$ cat config.mk
export PLATFORM = sky130hd
export DESIGN_NAME = lsm_sequencer
export DESIGN_NICKNAME = d
export VERILOG_FILES = /design/src/rtl/lsm_sequencer.sv
export SDC_FILE = /design/constraint.sdc
export NUM_CORES = 1
export LEC_CHECK = 0
export ABC_AREA = 1
export BUFFER_PORTS_ARGS = -buffer_cell sky130_fd_sc_hd__buf_2
export CELL_PAD_IN_SITES_DETAIL_PLACEMENT = 0
export CELL_PAD_IN_SITES_GLOBAL_PLACEMENT = 1
export CORE_UTILIZATION = 41
export DETAILED_ROUTE_END_ITERATION = 8
export PLACE_DENSITY_LB_ADDON = 0.1
export SETUP_SLACK_MARGIN = 0.15
export SLEW_MARGIN = 20
export SYNTH_ARGS = -nofsm -noshare
export SYNTH_HDL_FRONTEND = slang
export SYNTH_SLANG_ARGS = --single-unit
$ cat constraint.sdc
create_clock -name clk -period 9.25 [get_ports clk]
set_input_delay 0 -clock clk [delete_from_list [all_inputs] [get_ports clk]]
set_output_delay 0 -clock clk [all_outputs]
set_load 0.03 [all_outputs]
$ cat src/rtl/lsm_sequencer.sv
`default_nettype none
// +----------------------------------------------------------------------------+
// | lsm_sequencer: load/store-multiple sequencer (IA/IB/DA/DB, base writeback, |
// | S-bit CPSR restore). Optional macro: LSM_BASE_LOAD_WINS_EN.                 |
// | Revision: 1.0                                                               |
// +----------------------------------------------------------------------------+
module lsm_sequencer #(
  parameter int NREGS  = 16,
  parameter int RNW    = 4,
  parameter int AW     = 32,
  parameter int DW     = 32,
  parameter int STRIDE = 4
) (
  input  logic             clk,
  input  logic             Nrst,
  input  logic             flush,
  input  logic             start,
  input  logic             load,
  input  logic             up,
  input  logic             pre,
  input  logic             wb,
  input  logic             sbit,
  input  logic [RNW-1:0]   base_num,
  input  logic [AW-1:0]    base_val,
  input  logic [NREGS-1:0] reglist,
  output logic [AW-1:0]    busaddr,
  output logic             rd_req,
  output logic             wr_req,
  input  logic             rw_wait,
  output logic [DW-1:0]    wr_data,
  input  logic [DW-1:0]    rd_data,
  output logic [RNW-1:0]   st_read,
  input  logic [DW-1:0]    st_data,
  output logic             out_write_reg,
  output logic [RNW-1:0]   out_write_num,
  output logic [DW-1:0]    out_write_data,
  output logic             cpsr_restore,
  output logic             busy,
  output logic             done
);

  typedef enum logic [1:0] {
    S_IDLE = 2'd0,
    S_XFER = 2'd1,
    S_WB   = 2'd2
  } state_t;

  localparam logic [NREGS-1:0] c_one    = NREGS'(1);
  localparam logic [AW-1:0]    c_stride = AW'(STRIDE);
  localparam logic [RNW-1:0]   c_top    = RNW'(NREGS - 1);

  state_t r_state;
  state_t w_next;

  logic [NREGS-1:0] r_mask;
  logic [AW-1:0]    r_addr;
  logic [AW-1:0]    r_final;
  logic             r_load;
  logic             r_wb;
  logic             r_sbit;
  logic [RNW-1:0]   r_base_num;
`ifdef LSM_BASE_LOAD_WINS_EN
  logic             r_base_hit;
`endif

  logic [RNW:0]     w_count;
  logic [AW-1:0]    w_span;
  logic [AW-1:0]    w_first;
  logic [AW-1:0]    w_final;
  logic [RNW-1:0]   w_cur;
  logic [NREGS-1:0] w_mask_next;
  logic             w_start;
  logic             w_any;
  logic             w_accept;
  logic             w_last;
  logic             w_exit;
  logic             w_take_wb;

  always_comb begin
    w_count = '0;
    for (int i = 0; i < NREGS; i++)
      w_count = w_count + {{RNW{1'b0}}, reglist[i]};
  end

  always_comb begin
    w_cur = '0;
    for (int i = NREGS - 1; i >= 0; i--)
      if (r_mask[i]) w_cur = RNW'(i);
  end

  // Decrementing modes still walk upward from the lowest address.
  assign w_span  = c_stride * AW'(w_count);
  assign w_first = up ? (pre ? base_val + c_stride : base_val)
                      : (pre ? base_val - w_span : base_val - w_span + c_stride);
  assign w_final = up ? base_val + w_span : base_val - w_span;

  assign w_start     = (r_state == S_IDLE) && start && !flush;
  assign w_any       = |r_mask;
  assign w_accept    = (r_state == S_XFER) && w_any && !rw_wait && !flush;
  assign w_mask_next = r_mask & ~(c_one << w_cur);
  assign w_last      = w_accept && (w_mask_next == '0);
  assign w_exit      = (r_state == S_XFER) && !flush && (!w_any || w_last);

`ifdef LSM_BASE_LOAD_WINS_EN
  assign w_take_wb = r_wb && !r_base_hit;
`else
  assign w_take_wb = r_wb;
`endif

  assign busy    = (r_state != S_IDLE);
  assign wr_data = st_data;

  always_ff @(posedge clk) begin
    if (!Nrst) r_state <= S_IDLE;
    else       r_state <= w_next;
  end

  always_comb begin
    w_next  = r_state;
    rd_req  = 1'b0;
    wr_req  = 1'b0;
    busaddr = '0;
    st_read = '0;
    case (r_state)
      S_IDLE: begin
        if (w_start) w_next = S_XFER;
      end
      S_XFER: begin
        busaddr = r_addr;
        st_read = w_cur;
        if (w_any && !flush) begin
          rd_req = r_load;
          wr_req = !r_load;
        end
        if (w_exit) w_next = w_take_wb ? S_WB : S_IDLE;
      end
      S_WB: begin
        w_next = S_IDLE;
      end
      default: begin
        w_next = S_IDLE;
      end
    endcase
    if (flush) w_next = S_IDLE;
  end

  always_ff @(posedge clk) begin
    if (!Nrst) begin
      r_mask         <= '0;
      r_addr         <= '0;
      r_final        <= '0;
      r_load         <= 1'b0;
      r_wb           <= 1'b0;
      r_sbit         <= 1'b0;
      r_base_num     <= '0;
`ifdef LSM_BASE_LOAD_WINS_EN
      r_base_hit     <= 1'b0;
`endif
      out_write_reg  <= 1'b0;
      out_write_num  <= '0;
      out_write_data <= '0;
      cpsr_restore   <= 1'b0;
      done           <= 1'b0;
    end else begin
      out_write_reg <= 1'b0;
      cpsr_restore  <= 1'b0;
      done          <= 1'b0;

      if (w_start) begin
        r_mask     <= reglist;
        r_addr     <= w_first;
        r_final    <= w_final;
        r_load     <= load;
        r_wb       <= wb;
        r_sbit     <= sbit;
        r_base_num <= base_num;
`ifdef LSM_BASE_LOAD_WINS_EN
        r_base_hit <= load && reglist[base_num];
`endif
      end

      if (w_accept) begin
        r_mask <= w_mask_next;
        r_addr <= r_addr + c_stride;
        if (r_load) begin
          out_write_reg  <= 1'b1;
          out_write_num  <= w_cur;
          out_write_data <= rd_data;
          cpsr_restore   <= r_sbit && (w_cur == c_top);
        end
      end

      if (w_exit && !w_take_wb) done <= 1'b1;

      if ((r_state == S_WB) && !flush) begin
        out_write_reg  <= 1'b1;
        out_write_num  <= r_base_num;
        out_write_data <= r_final;
        done           <= 1'b1;
      end
    end
  end

endmodule
`default_nettype wire

# --- Word level (Yosys, flattened, before mapping) ---
# Index checks and enable logic that the tools add are counted.
op_classes:
  eq_ne: 5
  n_mux: 45
  n_lt_le_gt_ge: 0
  addsub: 20
  bitwise_logic: 3
  multipliers: 0
  reduce_logical: 29
  div: 0
  shifts: 1
op_table:
  columns: ["operator", "n"]
  rows:
  - ["32-bit 2-to-1 mux", 10]
  - ["32-bit by 3-bit adder with 32-bit output, second input constant", 3]
  - ["4-bit 2-to-1 mux", 20]
  - ["5-bit by 1-bit adder with 5-bit output", 11]
  - ["32-bit by 7-bit adder with 32-bit output", 1]
  - ["16-bit 2-to-1 mux", 2]
  - ["32-bit by 7-bit subtractor with 32-bit output", 1]
  - ["16-bit AND", 1]
  - ["16-bit logical NOT", 1]
  - ["16-bit inverter", 1]
  - ["16-bit OR reduction", 1]
  - ["1-bit by 4-bit left shift with 16-bit output, first input constant", 1]
  - ["1-bit logical AND", 12]
  - ["1-bit 2-to-1 mux", 9]
  - ["2-bit nonzero test", 4]
  - ["2-bit 2-to-1 mux", 3]
  - ["4-bit by 1-bit adder with 5-bit output", 1]
  - ["1-bit logical NOT", 5]
  - ["3-bit by 1-bit adder with 4-bit output", 1]
  - ["4-bit == test, second input constant", 1]
  - ["2-bit != test, second input constant", 2]
  - ["2-bit one-hot mux with 2 select lines", 1]
  - ["2-bit AND reduction", 2]
  - ["2-bit by 1-bit adder with 3-bit output", 1]
  - ["other kinds (8)", 8]
totals:
  mem_count: 0
  elab_cells: 116
  register_bits: 128
  romBits: 0
  inputBits: 126
  out_inout_bits: 110
  latch_bits: 0
  mem_bits_rw: 0

# --- Longest topological paths before layout ---
logic_depth:
  word_depth: 26
  depth_mapped: 36
  ltp_nobuf: 36

# --- Least setup slack after synthesis ---
# No wires, ideal clock.
synth_timing:
  path_type: "input-to-reg"
  startpoint: "input reglist[0]"
  endpoint: "register r_addr[23]"
  path_buffers: 0
  arrival_time_ns: 5.103
  path_stages: 31
  required_ns: 9.141
  path_slack_ns: 4.038
  setup_time_ns: 0.109
  cell_sequence: "inv_1 -> fa_1 -> fa_1 -> fa_1 -> fa_1 -> inv_1 -> ha_1 -> fa_1 -> fa_1 -> nand2_1 -> inv_2 -> nor2_4 -> inv_2 -> nor3_4 -> inv_2 -> nor2_2 -> inv_2 -> nor3_4 -> nand2_2 -> nor2_4 -> nand2_2 -> nor3_2 -> inv_2 -> nor2_4 -> nand3_2 -> nor2_4 -> nand2_1 -> nand3_1 -> nand4_1 -> nand2_1 -> inv_1"
synth_between:
  elab_chain_cells: 21
synth_lines:
  columns: ["element", "line_no", "rtl"]
  rows:
  - ["from (decl)", "25", "input logic [NREGS-1:0] reglist,"]
  - ["1-bit by 1-bit adder with 2-bit output (*)", "82", "w_count = w_count + {{RNW{1'b0}}, reglist[i]};"]
  - ["2-bit by 1-bit adder with 3-bit output (*)", "82", null]
  - ["3-bit by 1-bit adder with 4-bit output (*)", "82", null]
  - ["4-bit by 1-bit adder with 5-bit output (*)", "82", null]
  - ["5-bit by 1-bit adder with 5-bit output (*) (11 in series)", "82", null]
  - ["32-bit by 7-bit subtractor with 32-bit output (*)", "94", ": (pre ? base_val - w_span : base_val - w_span + c_stride);"]
  - ["32-bit by 3-bit adder with 32-bit output", "94", null]
  - ["32-bit 2-to-1 mux (*)", "94", null]
  - ["32-bit 2-to-1 mux (*)", "93", "assign w_first = up ? (pre ? base_val + c_stride : base_val)"]
  - ["32-bit 2-to-1 mux (*)", "169", "if (w_start) begin"]
  - ["32-bit 2-to-1 mux (*)", "182", "if (w_accept) begin"]
  - ["to (signal assigned)", "171", "r_addr <= w_first;"]
  - ["to (signal assigned)", "184", "r_addr <= r_addr + c_stride;"]
  - ["to (decl)", "56", "logic [AW-1:0] r_addr;"]
# Mark *: on every way between the ends. The rest lies on a longest branch, timed or not. The select of a mux whose other input is x is not followed.
# A chain may end at the register's enable or synchronous reset.

# --- Worst setup path after layout ---
layout_timing:
  startpoint: "input reglist[0]"
  endpoint: "register r_addr[30]"
# Same word-level chain as after synthesis.

==> impl_metrics.json <==
{
  "postLayoutCoreUtil": 0.492,
  "cts.sinks": 128,
  "critical_path.top_delay_family": "adder cells",
  "setup-violations-final": 0,
  "power_mw": 2.37,
  "globalRouteOverflowTotal": 0,
  "setup_slack_ps": 2920,
  "cts_setup_buffers": 0,
  "numCtsBuffers": 17,
  "cp_slowest_cell": "fa_1",
  "critPathMaxStageDelay_ps": 620,
  "period_needed_ps": 6330,
  "rsz0062_at_grt": "false",
  "via_count": 11500,
  "synth-edff-count": 0,
  "yosysWarnings": 0,
  "cts_tree": "built",
  "synth_flop_cell": "dfxtp_1",
  "htree_num_levels": 4,
  "synth_cells": 1667,
  "placed_cells": 2073,
  "antenna_cells": 0,
  "drtIter0Drc": 1079,
  "io_pins": 236,
  "required_ps": 9570,
  "tns_ps": 0,
  "crit_type": "in2reg",
  "startpoint_type": "input port",
  "hp-class": "in2out",
  "die_area_mm2": 0.0264,
  "synth_fp_nets": 1824,
  "io_buffers": 171,
  "power_density_mw_per_mm2": 190,
  "gp_congestion": 0.978,
  "timing.max_cap.violations": 0,
  "fp-row-count": 58,
  "max_freq_mhz": 158,
  "syn_avg_cell_area_um2": 6.34,
  "stdcell_count": 2153,
  "endpoint_kind": "flop",
  "remaining_drc_errors": 0,
  "peakVddDrop_uv": 134,
  "path_max_fanout": 8,
  "wl_um": 39000,
  "cp.arrival_ps": 6650,
  "final_area_mm2": 0.0124,
  "core_mm2": 0.0253,
  "p_leak_nw": 5.48,
  "clock_skew_ps": 15.4,
  "wire_per_inst_um": 18.1,
  "synth_top_area_share": 0.242,
  "clk_pin_slew_worst_paths_ps": 60,
  "synthTopCellsByCount": "nor2_1 (292), nand2_1 (284), inv_1 (227)",
  "clk_path_buf_depth": 2,
  "hold_violations": 0,
  "ys_seq_area_frac": 0.242,
  "biggestRegsByFlops": "out_write_data: 32 flops, r_addr: 32 flops, r_final: 32 flops",
  "grt_max_degree": 83,
  "ctsResizeCount": 0,
  "synthTopCellsByArea": "dfxtp_1 (24%), nor2_1 (10%), nand2_1 (10%), inv_1 (8.1%), nand3_1 (4.5%)",
  "dp_slack_ps": 3090,
  "finalCritPeriodShare": 0.685,
  "fin_hold_ws_ps": 0.0132,
  "grt_pass1_vias": 10600,
  "area_growth_pct": 17.7,
  "synth_seq_cells": 128,
  "syn_area_mm2": 0.0106,
  "hold_buffers": 48,
  "place_area_mm2": 0.0114,
  "maxSlewHeadroom": 0.273,
  "start_util": 0.418,
  "crit_top_cell": "fa_1",
  "ant_nets": 0,
  "antenna_found_initial": 0,
  "grt_usage": 0.294,
  "die_y_um": 163,
  "firstDrtPassIters": 5,
  "fin_nets": 1967,
  "status": "finished, final reports clean",
  "die_width_um": 163,
  "grt_pass1_wl_um": 59600,
  "drive_above_1_share": 0.169,
  "path_buf_inv": 6,
  "clk_latency_ps": 430,
  "synthArstFlopShare": 0,
  "yosysMostFrequentCell": "nor2_1",
  "vias_per_cell": 5.36,
  "cts-root-buf": "clkbuf_16",
  "hpwlAfterDp_um": 29400,
  "yosysTopAreaCell": "dfxtp_1",
  "tightestPinTransition_ps": 1090,
  "final_max_slew_viol_count": 0,
  "synth.distinct_cells": 61
}
-- final cells by class --
cell class              count  area [um2]
inverters                 253         952
multi-input cells        1183        6530
clock buffers              18         439
flip-flops and latches    128        2560
fillers                  2709       12800
well taps                 330         413
clock inverters            14         145
repair buffers            227        1400
-- power breakdown --
group          total, mW  switching [mW]  internal [mW]
Sequential         0.612          0.0295          0.583
Combinational       1.08           0.715          0.366
Clock              0.673           0.287          0.386
-- cell families after synthesis --
kind of cell,synth area share
simple gates,0.346
buf+inv,0.140
compound gates,0.178
flops,0.242
xor+xnor,0.0480
fa+ha+maj,0.0452
-- worst paths after layout --
check | startpoint | to | slack [ps] | cells after the start
max | reglist[0] | r_addr[30] | 2920 | 29
min | st_data[2] | wr_data[2] | 0.01 | 0
max reg2reg | r_mask[0] | out_write_num[1] | 4000 | 17
min reg2reg | r_final[0] | r_final[0] | 470 | 2
-- layer usage --
layer	up-vias	track usage	share of wire
li1	5719	-	-
met1	5334	0.404	0.46
met2	423	0.477	0.45
met3	62	0.0349	0.057
met4	0	0.0969	0.026
met5	-	0	0
-- cells in the final DEF, fill, tap and decap left out, drive strengths merged, types with 2 or more instances in the layout --
master       netlist  layout
clkbuf            52      18
nor4               9       9
dfxtp            128     128
and3               2       2
clkinvlp           0       5
inv              249     257
nor2             321     321
nand3             97      97
ha                19      19
nor3              34      34
or2                6       6
a21oi             64      64
o21ai             85      85
o311ai             3       3
xor2              47      47
fa                12      12
dlygate4sd3        0      48
o22ai             14      14
o31ai              2       2
clkinv             4       4
nand4             41      41
o221ai            43      43
nand3b             3       3
nor3b              2       2
a211oi             2       2
o211ai            23      23
a31oi             25      25
buf               51     179
nand2            298     298
o21a              10      10
o2111ai           11      11
-- worst reg2reg max path: stages (launching register included) --
cell      delay (ps)
dfxtp_1          340
inv_2             70
nand2_1           90
nor3_1            50
inv_1             80
nor2_1            50
nand3_1          160
nand2_1          150
nor2_2           750
inv_2            600
nor2_2           480
inv_1            550
nand2_1         1030
inv_1            400
nand2_1          140
o211ai_1          90
nand2_1           90
inv_1             40
Power figures use the tool's default switching activity.
